### src/rtl/regbus_sequencer.sv
// Register-block transaction sequencer: arbitrates two requesters and runs one
// load-reg / write-or-read / capture sequence at a time against the register block.
module regbus_sequencer #(
    parameter int PRIO_MODE = 0,
    parameter int RD_LAT    = 1
) (
    input  logic        clk,
    input  logic        reset,
    input  logic [1:0]  req_valid,
    output logic [1:0]  req_ready,
    input  logic [1:0]  req_wr,
    input  logic [63:0] req_addr,
    input  logic [63:0] req_wdata,
    output logic [1:0]  rsp_valid,
    output logic [31:0] rsp_rdata,
    output logic        rsp_err,
    output logic [31:0] rb_rx_data,
    output logic        rb_reg_num_le,
    output logic        rb_wr_en,
    output logic        rb_rd_en,
    input  logic [31:0] rb_tx_data,
    input  logic        rb_illegal,
    output logic        busy,
    output logic [15:0] err_count
);

    typedef enum logic [2:0] {IDLE, SEL, CHK, ACC, CAP, RSP} state_t;

    state_t      state, state_nx;
    logic        gsel;
    logic        gnt, last_grant;
    logic        wr_q, err_q;
    logic [31:0] addr_q, wdata_q, rdata_q;
    logic [2:0]  cap_cnt;

    // Lone requester wins outright; on contention round-robin flips away from
    // the last winner, fixed priority always picks req0.
    always_comb begin
        gsel = ~req_valid[0];
        if (PRIO_MODE == 0 && req_valid == 2'b11)
            gsel = ~last_grant;
    end

    always_ff @(posedge clk) begin
        if (reset) state <= IDLE;
        else       state <= state_nx;
    end

    always_comb begin
        state_nx      = state;
        req_ready     = 2'b00;
        rsp_valid     = 2'b00;
        rb_rx_data    = 32'd0;
        rb_reg_num_le = 1'b0;
        rb_wr_en      = 1'b0;
        rb_rd_en      = 1'b0;
        case (state)
            IDLE: begin
                if (|req_valid && !reset) begin
                    req_ready = gsel ? 2'b10 : 2'b01;
                    state_nx  = SEL;
                end
            end
            SEL: begin
                rb_rx_data    = addr_q;
                rb_reg_num_le = 1'b1;
                state_nx      = CHK;
            end
            CHK: state_nx = rb_illegal ? RSP : ACC;
            ACC: begin
                if (wr_q) begin
                    rb_rx_data = wdata_q;
                    rb_wr_en   = 1'b1;
                    state_nx   = RSP;
                end else begin
                    rb_rd_en = 1'b1;
                    state_nx = CAP;
                end
            end
            CAP: if (cap_cnt == 3'd0) state_nx = RSP;
            RSP: begin
                rsp_valid = gnt ? 2'b10 : 2'b01;
                state_nx  = IDLE;
            end
            default: state_nx = IDLE;
        endcase
    end

    assign busy      = (state != IDLE);
    assign rsp_rdata = (state == RSP) ? rdata_q : 32'd0;
    assign rsp_err   = (state == RSP) & err_q;

    always_ff @(posedge clk) begin
        if (reset) begin
            gnt        <= 1'b0;
            last_grant <= 1'b1;
            wr_q       <= 1'b0;
            err_q      <= 1'b0;
            addr_q     <= 32'd0;
            wdata_q    <= 32'd0;
            rdata_q    <= 32'd0;
            cap_cnt    <= 3'd0;
            err_count  <= 16'd0;
        end else begin
            case (state)
                IDLE: begin
                    if (state_nx == SEL) begin
                        gnt     <= gsel;
                        wr_q    <= req_wr[gsel];
                        addr_q  <= gsel ? req_addr[63:32]  : req_addr[31:0];
                        wdata_q <= gsel ? req_wdata[63:32] : req_wdata[31:0];
                        rdata_q <= 32'd0;
                        err_q   <= 1'b0;
                    end
                end
                CHK: begin
                    if (rb_illegal) begin
                        err_q <= 1'b1;
                        if (err_count != 16'hFFFF) err_count <= err_count + 16'd1;
                    end
                end
                ACC: cap_cnt <= 3'(RD_LAT - 1);
                // Readback is taken on the edge closing the last capture cycle.
                CAP: begin
                    if (cap_cnt == 3'd0) rdata_q <= rb_tx_data;
                    else                 cap_cnt <= cap_cnt - 3'd1;
                end
                RSP: last_grant <= gnt;
                default: ;
            endcase
        end
    end

endmodule

### config.mk
export PLATFORM = sky130hd
export DESIGN_NAME = regbus_sequencer
export DESIGN_NICKNAME = d
export VERILOG_FILES = /design/src/rtl/regbus_sequencer.sv
export SDC_FILE = /design/constraint.sdc
export NUM_CORES = 1
export LEC_CHECK = 0
export ABC_AREA = 1
export CAP_MARGIN = 20
export CORE_ASPECT_RATIO = 1.4
export CORE_MARGIN = 4
export CORE_UTILIZATION = 43
export CTS_CLUSTER_SIZE = 16
export DETAILED_ROUTE_END_ITERATION = 7
export GPL_TIMING_DRIVEN = 0
export PLACE_DENSITY = 0.79
export SLEW_MARGIN = 20
export SYNTH_ARGS = -nofsm -noshare
export SYNTH_HDL_FRONTEND = slang
export SYNTH_SLANG_ARGS = --single-unit
export TNS_END_PERCENT = 1
### constraint.sdc
create_clock -name clk -period 1.85 [get_ports clk]
set_input_delay 0.2775 -clock clk [delete_from_list [all_inputs] [get_ports clk]]
set_output_delay 0.2775 -clock clk [all_outputs]
set_load 0.05 [all_outputs]
==> results by group <==
Drt
  – WL final: 21700 um
  – Post-route ant nets: 0
  – Iter 0 DRT Violations: 270
  – # DRC: 0
  – DR WL/cell: 16.6 um
  – 1st-pass router iterations: 5
  – Vias per cell: 5.21
  – Via count: 6821

Cells and area
  – Area delta synth->final: 61.0%
  – Sequential cell area: 0.00245 mm2
  – Antenna Cells: 0
  – Commonest non-fill, non-tap cells in the layout: nand2_1, clkdlybuf4s50_1, dfxtp_1
  – Filler instances: 1131
  – Final #Nets: 1285
  – Layout cell share with drive strength beyond 1: 0.194
  – Most common cell after layout, fill and taps aside: nand2_1
  – Final core utilization: 0.712
  – Area of the multi-input gates: 0.00308 mm2

Yosys
  – Top cell type's share of synthesized area: 0.409
  – Synth area leaders: dfxtp_1, nand2_1, a31oi_1
  – Post-Syn Instances: 840
  – Post-Syn Area: 0.00597 mm2
  – Syn Nets: 1010
  – Synth warn: 0
  – Synth unique cells: 31
  – Mean Syn Cell Area: 7.11 um2
  – Register bit total from synthesis: 122
  – Number of synthesized flops with an enable pin: 0
  – Most frequently used flop master after synthesis: dfxtp_1
  – Seq/Total Area, Yosys: 0.409
  – Post-synth ARST share: 0
  – Yosys top cell by area: dfxtp_1

Setup path
  – Worst Path Buf+Inv: 4
  – Cell family with the largest share of critical-path delay: buffers and inverters
  – Setup CP Type: register to primary output
  – CP Capture Type: primary output
  – Critical path's slowest cell: dfxtp_4
  – Worst Path Arrival: 1.74 ns
  – CP Launch Type: register
  – Required time worst endpoint: 1.57 ns
  – CP peak stage delay: 0.36 ns
  – CP Depth: 6
  – Worst r2r path cells: 6
  – Cell chain of the critical path: inv_4 -> nand4_1 -> inv_2 -> buf_6 -> a22o_1 -> buf_4
  – Max Fanout on Critical Path: 10

GRT
  – First-pass GRT wire length: 33600 um
  – Vias in the first global route: 6656
  – GRT Resource Usage Total: 0.266
  – GR Overflow Total: 0
  – Largest net degree at the start of global routing: 17
  – Initial antenna violation count: 0

STA
  – Hold slack: 0.152 ns
  – Worst-Margin Slew: 0.608 ns
  – Tcrit/Tclk final: 1.09
  – Minimum clock period: 2.02 ns
  – Final worst slack: -0.172 ns
  – Finish-stage setup viols: 65
  – Final hold violations: 0
  – Final Max Tran Viols: 0
  – Max-Slew Margin vs Limit: 0.594
  – Setup TNS: -5.39 ns
  – Clock skew: 0.0106 ns
  – FMAX: 0.494 GHz
  – RSZ-0062 raised after global routing: yes

Floorplan
  – Initial Utilization: 0.442
  – Die X: 108 um
  – Die area: 0.0159 mm2
  – Die height: 147 um
  – Top Ports: 256
  – FP Rows: 50
  – Core area: 0.0135 mm2

Placed design
  – Dpl hpwl: 16200 um
  – IO buf count: 254
  – Dpl ws: -0.977 ns
  – Placer Congestion: 0.898

Hold path
  – Class of the worst hold path: input port to register
  – Hold Crit Depth: 2

Clocking
  – Clk buf depth: 2
  – Num CTS Buffers: 17
  – Root buffer cell: clkbuf_16
  – CTS tree: yes
  – Htree depth: 4
  – Register clock-pin slew on the reported worst setup and hold paths: 0.06 ns
  – CTS Hold Bufs: 0
  – Clock latency on the worst-skew pair: 0.42 ns
  – Clk sinks: 122

Power
  – Power Dens Cells: 878 mW/mm2
  – Peak supply drop: 518 uV
  – Lkg Pwr: 3.87 nW
  – Total power: 8.44 mW

Status
  – Status: finished, violations left
  – Failing checks: negative setup slack

Job
  – Max Cap Viol: 0
worst reg2reg max path: stages, from the launching register on:
cell	delay (ns)
dfxtp_1	0.38
o21ai_4	0.10
inv_1	0.12
buf_2	0.25
buf_1	0.46
nand2_1	0.13
a31oi_1	0.20
through the flow:
step	cells	instance area, um2
5_1_grt	1310	9620
3_5_place_dp	1276	8750
6_report	1310	9620
2_1_floorplan	840	5980
4_1_cts	1308	9330
3_3_place_gp	1276	8750
kinds of logic (layout without fill, tap and decap cells):
family | count (synthesis) | count (layout) | synth area share
compound gates | 246 | 246 | 0.257
xor+xnor | 3 | 3 | 0.00440
fa+ha+maj | 3 | 3 | 0.00628
buf+inv | 126 | 414 | 0.0940
flops | 122 | 122 | 0.409
simple gates | 340 | 340 | 0.230
final timing paths:
kind,endpoint,start,slack [ns]
max,rb_rx_data[8],state[2]$_SDFF_PP0_,-0.17
min,err_count[13]$_SDFFE_PP0P_,reset,0.15
max reg2reg,addr_q[27]$_SDFFE_PP0P_,last_grant$_SDFFE_PP1N_,0.15
min reg2reg,cap_cnt[0]$_SDFFE_PP0P_,cap_cnt[0]$_SDFFE_PP0P_,0.46
sequential cells by signal (all words and copies together) (netlist names):
signal and count:
wr_q 1, gnt 1, state 3, wdata_q 32, err_count 16, cap_cnt 3
last_grant 1, err_q 1, addr_q 32, rdata_q 32
synthesized netlist by cell type, types with 2 or more instances:
cell,number
nand2_1,207
o21ai_0,77
inv_2,7
a21oi_1,24
dfxtp_1,122
clkbuf_1,25
ha_1,3
nor2_1,90
buf_1,6
a21oi_2,22
buf_6,6
nand3_1,26
o21ai_1,21
buf_4,4
nor2_4,3
buf_2,21
inv_1,56
a31oi_1,67
nand4_1,6
nand3b_1,3
nor3_1,2
a22o_1,32
xnor2_1,2
layer usage:
metal | vias to the layer above | track usage | wire (um)
met1 | 3148 | 0.287 | 8070
met5 | - | 0 | 0
met4 | 0 | 0.0922 | 469
met2 | 258 | 0.496 | 11600
li1 | 3384 | - | -
met3 | 31 | 0.0660 | 1570
repair_timing:
item / CTS / global route
gates resized for setup: 497 / 93
setup buffers: 0 / 2
pin swaps: 1 / 7
endpoints found under the setup margin: 89 / 84
area by class of cell:
type                    instances  area share
multi-input cells             592       0.320
repair buffers                256       0.268
flip-flops and latches        122       0.255
clock buffers                  20      0.0475
plain buffers                  62      0.0419
inverters                      64      0.0265
well taps                     182      0.0237
clock inverters                12      0.0177
where the power goes:
part	internal [mW]	switching, mW
Combinational	0.800	1.01
Clock	2.32	1.24
Sequential	2.91	0.155
Note: power is estimated with default switching activity, not from simulation.
